[src/rtl/uart_register_controller_pkg.sv]
// uart_register_controller_pkg: shared packet type, controller states and command lengths
package uart_register_controller_pkg;

    typedef struct packed {
        logic [7:0] Source;
        logic [7:0] Destination;
        logic [7:0] Length;
        logic       SoP;
        logic       EoP;
        logic [7:0] Data;
        logic       Valid;
    } UART_PACKET;

    typedef enum logic [2:0] {
        IDLE,
        RECEIVE,
        WRITE,
        READ,
        READ_WAIT,
        TRANSMIT
    } ctrl_state_t;

    localparam int         DATA_WIDTH_DEFAULT = 32;
    localparam logic [7:0] CMD_LEN_READ       = 8'd1;
    localparam logic [7:0] CMD_LEN_WRITE      = 8'(1 + DATA_WIDTH_DEFAULT / 8);

endpackage

[src/rtl/uart_register_controller_packet_byte_serialiser.sv]
// packet_byte_serialiser: emits {address, data} as a framed byte packet under valid/ready
module packet_byte_serialiser
    import uart_register_controller_pkg::*;
#(
    parameter int         DATA_WIDTH = 32,
    parameter logic [7:0] LOCAL_ADDR = 8'h00
) (
    input  logic                  clk,
    input  logic                  rst,
    input  logic                  load,
    input  logic [7:0]            destination,
    input  logic [DATA_WIDTH+7:0] payload,
    input  logic                  ready,
    output UART_PACKET            stream,
    output logic                  done
);

    localparam int         BYTES = DATA_WIDTH / 8;
    localparam logic [7:0] LAST  = 8'(BYTES);

    logic [DATA_WIDTH-1:0] rest;
    logic [7:0]            idx;

    assign done = stream.Valid && ready && stream.EoP;

    // Present one byte at a time; the held byte only advances once accepted
    always_ff @(posedge clk or posedge rst) begin
        if (rst) begin
            stream <= '0;
            rest   <= '0;
            idx    <= '0;
        end else if (load) begin
            stream <= '{Source: LOCAL_ADDR, Destination: destination, Length: 8'(1 + BYTES),
                        SoP: 1'b1, EoP: 1'b0, Data: payload[7:0], Valid: 1'b1};
            rest   <= payload[8 +: DATA_WIDTH];
            idx    <= 8'd1;
        end else if (stream.Valid && ready) begin
            if (stream.EoP) begin
                stream <= '0;
            end else begin
                stream.Data <= rest[7:0];
                stream.SoP  <= 1'b0;
                stream.EoP  <= idx == LAST;
                rest        <= rest >> 8;
                idx         <= idx + 8'd1;
            end
        end
    end

endmodule

[src/rtl/uart_register_controller.sv]
// uart_register_controller: decodes UART command packets into register writes/reads and returns read responses
module uart_register_controller
    import uart_register_controller_pkg::*;
#(
    parameter int         DATA_WIDTH = 32,
    parameter logic [7:0] LOCAL_ADDR = 8'h00
) (
    input  logic                  ipClk,
    input  logic                  ipReset,
    input  UART_PACKET            ipRxStream,
    output UART_PACKET            opTxStream,
    input  logic                  ipTxReady,
    output logic [7:0]            opAddress,
    output logic [DATA_WIDTH-1:0] opWrData,
    output logic                  opWrEnable,
    input  logic [DATA_WIDTH-1:0] ipRdData,
    output logic                  opBusy,
    output logic [7:0]            opErrorCount
);

    localparam int         BYTES = DATA_WIDTH / 8;
    localparam logic [7:0] LEN_W = 8'(1 + BYTES);
    localparam int         BUF_W = 8 * (1 + BYTES);

    ctrl_state_t      state;
    logic [7:0]       cnt, len, src;
    logic [BUF_W-1:0] buffer, buf_next;
    logic             sop_any, start, take, good, load, done;
    logic [7:0]       byte_idx, cur_len, new_cnt;
    logic [1:0]       incr;
    logic [8:0]       err_sum;

    assign opBusy = !(state == IDLE || state == RECEIVE);
    assign load   = state == READ_WAIT;

    // Classify the incoming byte against the reception in progress and tally errors
    always_comb begin
        sop_any  = ipRxStream.Valid && ipRxStream.SoP;
        start    = sop_any && ipRxStream.Destination == LOCAL_ADDR;
        take     = (state == IDLE && start) ||
                   (state == RECEIVE && ipRxStream.Valid && (!ipRxStream.SoP || start));
        byte_idx = start ? 8'd0 : cnt;
        cur_len  = start ? ipRxStream.Length : len;
        new_cnt  = byte_idx == 8'hFF ? 8'hFF : byte_idx + 8'd1;
        good     = (cur_len == CMD_LEN_READ || cur_len == LEN_W) && new_cnt == cur_len;
        buf_next = buffer;
        for (int i = 0; i < 1 + BYTES; i++)
            if (byte_idx == 8'(i)) buf_next[i*8 +: 8] = ipRxStream.Data;
        incr     = 2'(state == RECEIVE && sop_any) + 2'(take && ipRxStream.EoP && !good) +
                   2'(opBusy && start);
        err_sum  = {1'b0, opErrorCount} + {7'd0, incr};
    end

    // Command sequencer owning the register-file address, data and write strobe
    always_ff @(posedge ipClk or posedge ipReset) begin
        if (ipReset) begin
            state        <= IDLE;
            cnt          <= '0;
            len          <= '0;
            src          <= '0;
            buffer       <= '0;
            opAddress    <= '0;
            opWrData     <= '0;
            opWrEnable   <= 1'b0;
            opErrorCount <= '0;
        end else begin
            opWrEnable   <= 1'b0;
            opErrorCount <= err_sum[8] ? 8'hFF : err_sum[7:0];
            case (state)
                IDLE, RECEIVE: begin
                    if (take) begin
                        buffer <= buf_next;
                        cnt    <= new_cnt;
                        len    <= cur_len;
                        if (start) src <= ipRxStream.Source;
                        if (!ipRxStream.EoP) begin
                            state <= RECEIVE;
                        end else if (!good) begin
                            state <= IDLE;
                        end else begin
                            opAddress <= buf_next[7:0];
                            if (cur_len == CMD_LEN_READ) begin
                                state <= READ;
                            end else begin
                                opWrData   <= buf_next[8 +: DATA_WIDTH];
                                opWrEnable <= 1'b1;
                                state      <= WRITE;
                            end
                        end
                    end else if (state == RECEIVE && sop_any) begin
                        state <= IDLE;
                    end
                end
                WRITE:     state <= IDLE;
                READ:      state <= READ_WAIT;
                READ_WAIT: state <= TRANSMIT;
                TRANSMIT:  if (done) state <= IDLE;
                default:   state <= IDLE;
            endcase
        end
    end

    packet_byte_serialiser #(
        .DATA_WIDTH (DATA_WIDTH),
        .LOCAL_ADDR (LOCAL_ADDR)
    ) u_ser (
        .clk         (ipClk),
        .rst         (ipReset),
        .load        (load),
        .destination (src),
        .payload     ({ipRdData, opAddress}),
        .ready       (ipTxReady),
        .stream      (opTxStream),
        .done        (done)
    );

endmodule

[config.mk]
export PLATFORM = sky130hd
export DESIGN_NAME = uart_register_controller
export DESIGN_NICKNAME = d
export VERILOG_FILES = /design/src/rtl/uart_register_controller_pkg.sv /design/src/rtl/uart_register_controller_packet_byte_serialiser.sv /design/src/rtl/uart_register_controller.sv
export SDC_FILE = /design/constraint.sdc
export NUM_CORES = 1
export LEC_CHECK = 0
export ABC_AREA = 1
export ABC_CLOCK_PERIOD_IN_PS = 6300
export BUFFER_PORTS_ARGS = -buffer_cell sky130_fd_sc_hd__buf_2
export CAP_MARGIN = 25
export CORE_ASPECT_RATIO = 1.4
export CORE_MARGIN = 2
export CORE_UTILIZATION = 56
export DETAILED_ROUTE_END_ITERATION = 8
export PLACE_DENSITY = 0.8
export SLEW_MARGIN = 10
export SYNTH_ARGS = -nofsm -noshare
export SYNTH_HDL_FRONTEND = slang
export SYNTH_SLANG_ARGS = --single-unit
[constraint.sdc]
create_clock -name ipClk -period 6.3 [get_ports ipClk]
set_clock_uncertainty 0.2 [all_clocks]
set_input_delay 0.63 -clock ipClk [delete_from_list [all_inputs] [get_ports ipClk]]
set_output_delay 0.63 -clock ipClk [all_outputs]
set_load 0.05 [all_outputs]
== After elaboration in Yosys (flattened, before gate mapping) ==
Index checks and enable logic that the tools add are counted.
W data, S select, Z words.
Word-level totals
  logic and storage cells: 104
  flip-flop bits (word level): 191
  input bits: 70
  output and inout port bits: 85
Operators by class
  multiplexer cells: 32
  equal/unequal tests: 16
  reduce and logical (&&, ||, !) cells: 32
  add/subtract/negate cells: 5
  bitwise operators: 1
Operator list (number)
  $mux W32: 3
  $mux W8: 12
  $mux W35: 2
  $eq A8 B3 Y1 const B: 3
  $mux W24: 1
  $add A8 B1 Y8 const B: 2
  $eq A8 B1 Y1 const B: 2
  $eq A8 B2 Y1 const B: 2
  $logic_not A8 Y1: 2
  $logic_and A1 B1 Y1: 12
  $pmux W3 S4: 1
  $add A8 B2 Y9: 1
  $mux W3: 3
  $mux W9: 1
  $eq A8 B8 Y1: 1
  $eq A8 B8 Y1 const B: 1
  $reduce_and A2 Y1: 4
  $mux W1: 7
  $eq A3 B3 Y1 const B: 2
  $reduce_and A5 Y1: 1
  $logic_or A1 B1 Y1: 4
  $mux W2: 2
  $ne A2 B2 Y1 const B: 2
  $reduce_and A4 Y1: 1
  other kinds (11): 14

== Logic depth before layout (Yosys ltp) ==
Gate-level depths: netlist of the first run.
  depth in word-level cells: 13
  mapped depth: 31
  mapped depth without buffers: 28

== Modules after synthesis ==
A second synthesis of the first run with hierarchy kept.
Second synthesis, totals
  cell total of the unflattened synthesis: 1026
  area total of the unflattened synthesis: 8660.8 µm²
By module, submodules not included
  uart_register_controller: area each 5889.4 µm², times used 1, sequential area each 2902.8 µm², cells each 721
  packet_byte_serialiser: area each 2771.4 µm², times used 1, sequential area each 1476.4 µm², cells each 305

== Worst setup path before layout of the first run ==
Ideal clock, no wire load.
  path type: input to register
  from: input port ipRxStream[0] (netlist name)
  to: register opErrorCount[5]
  slack: 1.969 ns
  cell stages on the path: 30
  data required time: 5.965 ns
  arrival time: 3.997 ns
  buffers on the path: 3
  library setup time: 0.135 ns
  path through: nand2_1 > inv_2 > nand3_2 > nor2_4 > buf_6 > nor2_1 > ha_1 > nand2_1 > inv_1 > nand3_1 > nor2_2 > nand2_2 > buf_6 > nand2_1 > nand2_1 > nand2_1 > nand3_1 > nor2_2 > and2_1 > buf_4 > nor3_1 > ha_1 > fa_1 > nand2_1 > nor2_1 > inv_1 > nor2_1 > nand2_1 > a21boi_0 > o21ai_0
On the way
  cells in the longest elaborated chain, start to end: 13
  elaborated cells between the ends (all ways): 26
  those cells by class: add/sub: 4; eq/ne: 4; mux: 4; reduce/logical: 14
RTL lines
  from (decl): RTL line uart_register_controller.sv:10  | input UART_PACKET ipRxStream,
  $logic_and A1 B1 Y1: RTL line uart_register_controller.sv:38  | sop_any = ipRxStream.Valid && ipRxStream.SoP;
  $logic_and A1 B1 Y1: RTL line uart_register_controller.sv:39  | start = sop_any && ipRxStream.Destination == LOCAL_ADDR;
  $mux W8: RTL line uart_register_controller.sv:42  | byte_idx = start ? 8'd0 : cnt;
  $add A8 B1 Y8 or $eq A8 B8 Y1 (tied branches): RTL line uart_register_controller.sv:44  | new_cnt = byte_idx == 8'hFF ? 8'hFF : byte_idx + 8'd1;
  $mux W8: RTL line uart_register_controller.sv:44
  $eq A8 B8 Y1: RTL line uart_register_controller.sv:45  | good = (cur_len == CMD_LEN_READ || cur_len == LEN_W) && new_cnt == cur_len;
  $logic_and A1 B1 Y1: RTL line uart_register_controller.sv:45
  $logic_not A1 Y1
  $logic_and A1 B1 Y1: RTL line uart_register_controller.sv:49  | incr = 2'(state == RECEIVE && sop_any) + 2'(take && ipRxStream.EoP && !good) +
  $add A1 B1 Y2: RTL line uart_register_controller.sv:49
  $add A2 B1 Y2 (*): RTL line uart_register_controller.sv:49
  $add A8 B2 Y9 (*): RTL line uart_register_controller.sv:51  | err_sum = {1'b0, opErrorCount} + {7'd0, incr};
  $mux W8 (*): RTL line uart_register_controller.sv:68  | opErrorCount <= err_sum[8] ? 8'hFF : err_sum[7:0];
  to (signal assigned): RTL line uart_register_controller.sv:68
  to (decl): RTL line uart_register_controller.sv:18  | output logic [7:0] opErrorCount
Every way passes the cells marked *; elsewhere a longest branch is shown, timed or not.
A chain may end at the register's enable or synchronous reset.

== Final worst setup path of the first run ==
  from: input port ipRxStream[20] (netlist name)
  to: register opErrorCount[5]
On the way
  cells in the longest elaborated chain, start to end: 13
  elaborated cells between the ends (all ways): 24
  those cells by class: add/sub: 4; eq/ne: 4; mux: 4; reduce/logical: 12
RTL lines (RTL line)
  $logic_not A8 Y1 (*): uart_register_controller.sv:39
  $logic_and A1 B1 Y1 (*): uart_register_controller.sv:39
  $mux W8: uart_register_controller.sv:42
  $add A8 B1 Y8 or $eq A8 B8 Y1 (tied branches): uart_register_controller.sv:44
  $mux W8: uart_register_controller.sv:44
  $eq A8 B8 Y1: uart_register_controller.sv:45
  $logic_and A1 B1 Y1: uart_register_controller.sv:45
  $logic_not A1 Y1
  $logic_and A1 B1 Y1: uart_register_controller.sv:49
  $add A1 B1 Y2: uart_register_controller.sv:49
  $add A2 B1 Y2 (*): uart_register_controller.sv:49
  $add A8 B2 Y9 (*): uart_register_controller.sv:51
  $mux W8 (*): uart_register_controller.sv:68
Marked as above.

==> impl_metrics.tcl, run 1 <==
set metrics [dict create \
    status "completed" \
    fin_ws_ps 1650 \
    critPathLaunchType "input port" \
    maxCapViolCount 0 \
    swShare_pct 40.2 \
    drt_iter0_drc 608 \
    cts.reportedPaths.clkPinSlew_ps 80 \
    firstDrtPassIters 6 \
    top_layer_used "met4" \
    ir_drop_mv 0.296 \
    area_growth_pct 16.3 \
    synth_area_leader_cell "dfrtp_1" \
    cts_buffer_depth 2 \
    synthFlopType "dfrtp_1" \
    endpoint_kind "flop" \
    diodes 0 \
    cts-hold-fix-buffers 0 \
    grt.total_usage_pct 25.5 \
    numCtsBuffers 17 \
    fmax_ghz 0.215 \
    p_switching_mw 1.54 \
    pwr-share-clk_pct 28.1 \
    synth.distinct_cells 37 \
    antenna_found_initial 0 \
    seqCellArea_um2 4380 \
    die-area_um2 15900 \
    cts_root_buf "clkbuf_16" \
    post_cts_resized 0 \
    synth_warnings 0 \
    async_flop_share_pct 100 \
    grt_overflow 0 \
    drv_slew 0 \
    place_ws_ps 1220 \
    p_int_mw 2.29 \
    multi_input_area_um2 3280 \
    criticalPathCategory "in -> reg" \
    seq_area_frac_synth_pct 52.7 \
    hp-class "in -> async" \
    die_w_um 107 \
    setup_violations 0 \
    share_comb_of_total_power_pct 32.7 \
    post-route-period-util_pct 73.8 \
    first_global_vias 6635 \
    cts_tree "built" \
    startpoint "ipRxStream[20]" \
    antenna_left 0 \
    viasPerCell 5.30 \
    ios 155 \
    coreArea_um2 14500 \
    rr_startpoint "cnt[0]" \
    p_leak_nw 4.89 \
    grt_max_degree 81 \
    ys_ff_latch 175 \
    insertion_delay_ps 430 \
    vias 6932 \
    remaining_drc_errors 0 \
    p_seq_share_pct 39.2 \
    initial_utilization_pct 57.3 \
    synth_area_leaders "dfrtp_1 53%, nand2_1 12%, o21ai_0 8.2%" \
    drive_gt1_share_pct 20.8 \
    synth_common_cells "276 x nand2_1, 175 x dfrtp_1, 136 x o21ai_0, 96 x inv_1, 58 x nand3_1" \
    h-tree-depth 4 \
    max_slew.worst_pin.slew_ps 932 \
    rows 52 \
    routedLengthMet1_mm 8.17 \
    tns_ps 0 \
    arrival_ps 4750 \
    die_h_um 148 \
    layout.nets 1185 \
    grt_first_pass_wirelength_mm 32.4 \
    hold_viol_final 0 \
    reg2reg_depth 24 \
    synth.avg_cell_area_um2 8.45 \
    wirelength_mm 19.5 \
    synth_area_um2 8320 \
    syn-instance-count 984 \
    n_fill_cell 1187 \
    port_buffers 140 \
    yosysMostFrequentCell "nand2_1" \
    synth_edf_count 0 \
    wl_met3_mm 1.06 \
    rsz0062_at_grt "false" \
    slew-limit-headroom_pct 37.6 \
    postCtsSetupBuffers 0 \
    cts.sinks 175 \
    yosysTopAreaCellShare_pct 52.7 \
    finalWeightedCongestion 0.858 \
    dp_hpwl_mm 13.4 \
    fin_crit_ps 4650 \
    wire_per_inst_um 14.9 \
    route.met2.wl_mm 9.84 \
    crit_fanout 18 \
    power.density_nw_per_um2 396 \
    worstPathRequired_ps 6400 \
]
==> kinds of logic after synthesis <==
kind of cell,share of synthesized area [%]
XOR/XNOR,0.211
flip-flops,52.7
AO/OA/AOI/OAI,14.7
multiplexers,1.08
AND/OR/NAND/NOR,20.9
other,0.0451
adder cells (fa/ha/maj),1.69
buffers and inverters,8.71
==> worst max-delay path, cell delays in order <==
cell,delay (ps)
buf_2,110
nor2_2,130
nand3_2,100
nor2_4,360
nor2_1,190
ha_1,280
nand2_1,80
inv_1,50
nand3_1,130
nor2_2,80
nand2_2,170
nand2_1,100
nand2_1,70
nand2_1,50
nor2_1,80
nand2_1,80
nor2_2,170
and2_1,350
nor3_1,110
ha_1,260
fa_1,390
nand2_1,120
nor2_1,50
inv_1,80
nor2_1,70
nand2_1,150
a21boi_0,210
o21ai_0,110
==> path summary, 6_finish.rpt <==
kind	to	slack, ps
min	src[3]	100
min in group ipClk	u_ser.rest[24]	210
max	opErrorCount[5]	1650
max reg2reg	opErrorCount[5]	1880
min reg2reg	opWrData[14]	280
max in group asynchronous	u_ser.rest[2]	4650
==> layout by cell type (no fill, tap or decap), types with 6 or more instances in the layout <==
master     count
o22ai_1        6
o21ai_0      136
a31oi_1        6
dfrtp_1      175
o21ai_1        9
a21oi_1       15
nand2_1      276
ha_1           8
buf_4          7
clkbuf_16     17
o211ai_1      14
mux2_2         8
o21ai_2       23
buf_2        140
conb_1        14
inv_1         95
nand3_1       58
nor2_2         7
nor2_1        45
nor3_1         8
==> metrics by stage <==
stage	area, um^2	std cells	power, mW	util (%)	hold slack [ps]
3_3_place_gp	9010	1272	2.70	62.1	251
2_1_floorplan	8360	997	2.44	-	235
4_1_cts	9640	1305	3.83	66.4	151
6_report	9670	1307	3.83	66.7	99.3
3_5_place_dp	9030	1273	2.75	62.3	258
5_1_grt	9670	1307	4.06	66.7	185
==> state kept, by name, summed over array words and instances (netlist names), 19 cells and up <==
register      count
buffer           40
opWrData         32
u_ser.rest       32
u_ser.stream     19
==> area by class of cell <==
type / count / share of cell area [%]
Multi-Input combinational cell: 664 / 33.9
Clock buffer: 18 / 4.54
Clock inverter: 14 / 1.71
Sequential cell: 175 / 45.3
Inverter: 98 / 3.85
Timing Repair Buffer: 149 / 8.28
Tap cell: 189 / 2.44
==> routing by layer <==
metal	global-route usage, %	vias up
met5	0	-
met4	8.44	0
met3	4.86	30
met2	42.7	214
met1	33.7	3283
li1	-	3405
==> power by group through the flow <==
| stage | clock network (mW) | registers, mW | logic, mW |
|---|---|---|---|
| finish | 1.08 | 1.50 | 1.25 |
| floorplan | 0 | 1.68 | 0.765 |
| detailed placement | 0 | 1.52 | 1.23 |
| global route | 1.13 | 1.53 | 1.41 |
| CTS | 1.09 | 1.50 | 1.25 |
| global placement | 0 | 1.50 | 1.20 |
(Power assumes the default switching activity.)
==> run 2, diff against run 1 <==
- ABC_CLOCK_PERIOD_IN_PS: 6300 -> 4000
- CORE_UTILIZATION: 56 -> 50
- PLACE_DENSITY: 0.8 -> 0.76
- clock period: 6.3 -> 4 ns (I/O delays scaled with it)
==> run 2 against run 1 <==
  * The flow now finishes with violations (design-rule violations)
  * Global-route usage fell by 2.4 points
  * Power grew 56%
  * Wire length up 0.79%
  * Sequential power increased by 57%
  * Utilization fell by 5.6 points
  * Critical path depth shrank 4
  * Worst setup slack worse by 1300 ps
  * Sequential cell count did not move
  * Cell area grew 2.6%
  * Die area grew 12%
  * Non-clock buffer count increased by 31
  * First-iteration DRC count is 14% lower
  * Critical endpoint unchanged
  * Highest routed layer unchanged
==> impl_metrics.tcl, run 2 (same netlist as run 1, synthesis figures left out) <==
set metrics [dict create \
    grt_overflow 0 \
    ios 155 \
    top_register "buffer" \
    cts.sinks 175 \
    critPathLaunchType "flop" \
    p_seq_share_pct 39.5 \
    hold_viol_final 0 \
    grt_max_degree 86 \
    diodes 0 \
    initial_utilization_pct 51.2 \
    grt_first_pass_wirelength_mm 32.9 \
    slew-limit-headroom_pct 38.4 \
    status "complete, but fails checks" \
    violations "design-rule violations" \
    endpoint_kind "flop" \
    fin_ws_ps 356 \
    cts_root_buf "clkbuf_16" \
    remaining_drc_errors 11 \
    crit_fanout 11 \
    largest_reg_flops 40 \
    viasPerCell 5.19 \
    drt_iter0_drc 524 \
    cts_tree "built" \
    worstPathRequired_ps 4090 \
    vias 7000 \
    cts_buffer_depth 2 \
    port_buffers 140 \
    p_switching_mw 2.39 \
    antenna_found_initial 0 \
    fmax_ghz 0.274 \
    die_h_um 157 \
    coreArea_um2 16200 \
    r2r_setup_slack_ps 360 \
    maxCapViolCount 0 \
    max_slew.worst_pin.slew_ps 919 \
    rsz0062_at_grt "false" \
    postCtsSetupBuffers 0 \
    mostFrequentLayoutCells "275 x nand2_1, 175 x dfrtp_1, 140 x buf_2" \
    criticalPathCategory "reg -> reg" \
    tns_ps 0 \
    die_w_um 113 \
    rows 55 \
    h-tree-depth 4 \
    p_int_mw 3.60 \
    p_leak_nw 5.02 \
    insertion_delay_ps 420 \
    wire_per_inst_um 14.6 \
    hp-class "in -> reg" \
    min_from "ipRdData[26]" \
    arrival_ps 3730 \
    first_global_vias 6745 \
    reg2reg_depth 24 \
    grt.total_usage_pct 23.1 \
    firstDrtPassIters 7 \
    wirelength_mm 19.7 \
    drv_slew 0 \
    setup_violations 0 \
    drive_gt1_share_pct 21.8 \
    numCtsBuffers 17 \
    n_fill_cell 1387 \
    cts.reportedPaths.clkPinSlew_ps 70 \
    layout.nets 1216 \
    power.density_nw_per_um2 603 \
    area_growth_pct 19.4 \
    antenna_left 0 \
    swShare_pct 39.9 \
    hold_depth 3 \
    die-area_um2 17700 \
    whs_endpoint "u_ser.rest[26]" \
    post-route-period-util_pct 91.1 \
    reg2reg_to "opErrorCount[5]" \
    final_common_cell "nand2_1" \
    pwr-share-clk_pct 26.6 \
    rr_startpoint "cnt[1]" \
    finalWeightedCongestion 0.855 \
    place_ws_ps -0.404 \
    fin_crit_ps 3640 \
    ir_drop_mv 0.384 \
    dp_hpwl_mm 13.9 \
    top_regs "buffer (40), opWrData (32), u_ser.rest (32)" \
    share_comb_of_total_power_pct 33.9 \
]
==> run 2: cell types whose count changed in the layout (fill, tap and decap cells not counted), moves of 2 or more <==
cell	previous run	this run
buf_4	7	23
dlygate4sd3_1	0	15
clkinvlp_4	0	3
clkinv_8	2	0
==> run 2: worst max path at each step <==
stage | startpoint | endpoint | slack [ps] | cells past startpoint
2_1_floorplan | ipRxStream[0] | opErrorCount[5] | 6 | 30
3_3_place_gp | ipRxStream[0] | opErrorCount[5] | 140 | 28
3_5_place_dp | ipRxStream[0] | opErrorCount[5] | -0.4 | 28
4_1_cts | cnt[1] | opErrorCount[5] | 350 | 24
5_1_grt | cnt[1] | opErrorCount[5] | 20 | 24
6_report | cnt[1] | opErrorCount[5] | 360 | 24
==> run 2: routing by layer <==
metal / vias up / wire length, um / GRT usage (%)
met2: 206 / 9670 / 38.8
li1: 3465 / - / -
met1: 3301 / 8660 / 30.7
met5: - / 0 / 0
met3: 28 / 910 / 3.80
met4: 0 / 432 / 7.90
==> run 2: final cells by class <==
cell class,count,area [um^2],area share (%)
tap,199,249,2.51
inverter,98,372,3.74
clock inverter,13,118,1.19
timing repair buffer,180,1060,10.7
sequential,175,4380,44.1
clock buffer,19,453,4.56
multi-input combinational,664,3290,33.2
==> run 2: stage by stage <==
stage | cells | hold WS [ps] | cell area [um^2] | util, % | total power, mW
6_report | 1348 | 10.6 | 9920 | 61.1 | 5.99
5_1_grt | 1348 | 10.6 | 9920 | 61.1 | 6.38
4_1_cts | 1348 | 1.27 | 9920 | 61.1 | 6.02
3_5_place_dp | 1301 | 259 | 9200 | 56.6 | 4.40
3_3_place_gp | 1301 | 252 | 9200 | 56.6 | 4.34
2_1_floorplan | 997 | 235 | 8370 | - | 3.85
==> run 2: power groups by stage <==
| stage | sequential, mW | combinational, mW | clock (mW) |
|---|---|---|---|
| 2_1_floorplan | 2.64 | 1.21 | 0 |
| 3_3_place_gp | 2.38 | 1.97 | 0 |
| 3_5_place_dp | 2.39 | 2.01 | 0 |
| 4_1_cts | 2.36 | 2.03 | 1.63 |
| 5_1_grt | 2.41 | 2.28 | 1.69 |
| 6_report | 2.36 | 2.03 | 1.59 |
==> run 2: critical path, stage by stage, from the launching register on <==
cell and delay [ps]:
dfrtp_1 370, inv_1 50, nor2_1 150, ha_1 190, nand2_1 50, inv_1 70, nand3_1 120, nor2_2 220
nand2_4 130, nand2_1 120, nand2_1 50, nand2_1 70, nand3_1 90, nor2_2 120, and2_1 160, nor3_1 60
ha_1 230, fa_1 390, nand2_1 110, nor2_1 50, inv_1 90, nor2_1 70, nand2_1 70, a21boi_0 150
o21ai_0 110
==> run 2: repair_timing <==
action / in CTS / in global routing
hold buffers: 15 / 0
gates resized for setup: 0 / 1
setup endpoints to repair: 0 / 1
hold endpoints to repair: 45 / 0
==> run 3, diff against run 2 <==
- CORE_UTILIZATION: 50 -> 51
- PLACE_DENSITY: 0.76 -> 0.77
- SYNTH_HIERARCHICAL: not set -> 1
==> run 3 against run 2 <==
  * The run now ends clean
  * Final cell count rose by 2.7%
  * Clock power rose by 3%
  * Worst hold slack worse by 2.4 ps
  * Largest cell class unchanged
==> impl_metrics.tcl, run 3 <==
set metrics [dict create \
    cpMaxStageDelayCell "fa_1" \
    synth.distinct_cells 44 \
    post-route-period-util_pct 92.1 \
    fmax_ghz 0.271 \
    die_w_um 114 \
    grt.total_usage_pct 23.4 \
    ys_ff_latch 175 \
    ios 155 \
    area_growth_pct 17.2 \
    layout.nets 1248 \
    die_h_um 158 \
    synth_compound_area_share_pct 11.1 \
    final_common_cell "nand2_1" \
    final_cells 1384 \
    cts.reportedPaths.clkPinSlew_ps 70 \
    coreArea_um2 16700 \
    share_comb_of_total_power_pct 31.8 \
    total_power_mw 5.93 \
    arrival_ps 3790 \
    synth_top_family_by_area "simple AND/OR/NAND/NOR gates" \
    drive_gt1_share_pct 21.0 \
    synth_mux_area_share_pct 1.96 \
    n_fill_cell 1445 \
    dp_cells 1338 \
    worstPathRequired_ps 4100 \
    dp_hpwl_mm 14.1 \
    power.density_nw_per_um2 584 \
    synth_area_leader_cell "dfrtp_1" \
    mostFrequentLayoutCells "332 x nand2_1, 175 x dfrtp_1, 140 x buf_2" \
    initial_utilization_pct 51.9 \
    hp-class "in -> reg" \
    tns_ps 0 \
    top_register "buffer" \
    synth_warnings 6 \
    fin_crit_ps 3690 \
    seqCellArea_um2 4380 \
    p_switching_mw 2.30 \
    h-tree-depth 4 \
    drv_slew 0 \
    die-area_um2 18100 \
    postCtsSetupBuffers 0 \
    path_cells "inv_1, nor2_1, ha_1, nand2_1, inv_1, nand3_2, nor2_2, nand2_2, nand2_1, xor2_1, nand2_1, nor2_1, inv_2, nor2_8, nor3_1, ha_1, fa_1, nand2_1, nor4_2, nand2_2, o21ai_0" \
    synth_area_um2 8660 \
    antenna_left 0 \
    syn-instance-count 1026 \
    cts_buffer_depth 2 \
    worst_path_largest_cell_delay_ps 390 \
    grt_first_pass_wirelength_mm 33.7 \
    largest_reg_flops 40 \
    synthFlopType "dfrtp_1" \
    grt_overflow 0 \
    status "completed" \
    max_slew.worst_pin.slew_ps 772 \
    async_flop_share_pct 100 \
    seq_area_frac_synth_pct 50.6 \
    synthSimpleGateAreaFrac_pct 24.9 \
    synth.avg_cell_area_um2 8.44 \
    criticalPathCategory "reg -> reg" \
    drt_iter0_drc 641 \
    yosys.area_share.adder_pct 1.62 \
    cts_root_buf "clkbuf_16" \
    slew-limit-headroom_pct 48.2 \
    swShare_pct 38.9 \
    grt_max_degree 65 \
    pwr-share-clk_pct 27.7 \
    firstDrtPassIters 5 \
    antenna_found_initial 0 \
    endpoint_kind "flop" \
    yosysTopAreaCellShare_pct 50.6 \
    first_global_vias 7060 \
    ir_drop_mv 0.401 \
    setup_violations 0 \
    multi_input_area_um2 3530 \
    critPathLaunchType "flop" \
    numCtsBuffers 17 \
    port_buffers 140 \
    synth_common_cells "333 x nand2_1, 175 x dfrtp_1, 107 x inv_1, 97 x o21ai_0, 44 x nand3_1" \
    maxCapViolCount 0 \
    remaining_drc_errors 0 \
    yosysMostFrequentCell "nand2_1" \
    p_seq_share_pct 40.5 \
    rows 56 \
    rsz0062_at_grt "false" \
    wirelength_mm 20.6 \
    cts_tree "built" \
    p_int_mw 3.62 \
    synth_xor_area_share_pct 0.303 \
    synth_edf_count 0 \
    top_regs "buffer (40), opWrData (32), u_ser/rest (32)" \
    finalWeightedCongestion 0.874 \
    crit_fanout 12 \
    crit_top_cell "nand2_1" \
    wire_per_inst_um 14.9 \
    diodes 0 \
    synth_area_leaders "dfrtp_1 51%, nand2_1 14%, o21ai_0 5.6%" \
    hold_viol_final 0 \
    cts.sinks 175 \
    viasPerCell 5.30 \
    vias 7337 \
    p_leak_nw 5.35 \
    insertion_delay_ps 430 \
]
==> run 3: routing by layer <==
layer	GRT usage (%)	wire, um	vias to the layer above
li1	-	-	3574
met1	28.9	8690	3476
met2	40.4	10300	233
met3	3.37	948	54
met4	11.0	661	0
met5	0	0	-
==> run 3: power by group through the flow <==
stage,Combinational [mW],Sequential [mW],Clock [mW]
detailed placement,1.85,2.43,0
global route,2.11,2.45,1.75
global placement,1.80,2.41,0
CTS,1.88,2.40,1.68
finish,1.88,2.40,1.64
floorplan,1.20,2.66,0
==> run 3: layout make-up <==
class / count / area share [%]
flip-flops and latches: 175 / 43.1
multi-input cells: 690 / 34.7
repair buffers: 171 / 9.54
clock buffers: 18 / 4.33
inverters: 113 / 4.28
well taps: 203 / 2.50
clock inverters: 14 / 1.47
==> run 3: cells by family after synthesis <==
kind of cell,Yosys count
buffers and inverters,174
adders and majority gates,10
and+or+nand+nor,492
other,1
xor gates and xnor gates,3
muxes,16
DFF,175
AOI/OAI and AO/OA,155
==> run 3: per-stage QoR <==
stage	utilization, %	setup WS (ps)	instance area (um^2)	hold slack (ps)
after CTS	60.8	271	10100	0.115
final	60.9	315	10100	8.19
after detailed placement	56.4	-4.65	9410	254
after global placement	56.4	94.3	9410	250
after floorplan	-	40.2	8710	244
after global routing	60.9	6.90	10100	11.4
==> run 3: timing repair <==
item,CTS,global route
gates resized for setup,0,2
setup endpoints to repair,0,7
endpoints found under the hold margin,100,0
hold buffers,14,0
==> run 3: final timing paths <==
path | from | end | slack (ps) | cells past startpoint
hold / removal | ipRdData[17] | u_ser/rest[17] | 8 | 3
min in group asynchronous | ipReset | u_ser/idx[2] | 430 | 3
setup / recovery | cnt[1] | opErrorCount[6] | 310 | 21
max in group asynchronous | ipReset | opErrorCount[1] | 2230 | 4
hold reg to reg | opWrData[15] | opWrData[15] | 260 | 2
setup reg to reg | cnt[1] | opErrorCount[6] | 310 | 21
==> run 3: worst max-delay path, delay by kind of cell (launching register included) <==
family | cells | cell delay [ps]
adders and majority gates | 3 | 850
AOI/OAI and AO/OA | 1 | 110
xor gates and xnor gates | 1 | 190
buffers and inverters | 3 | 250
DFF | 1 | 350
and+or+nand+nor | 13 | 1620
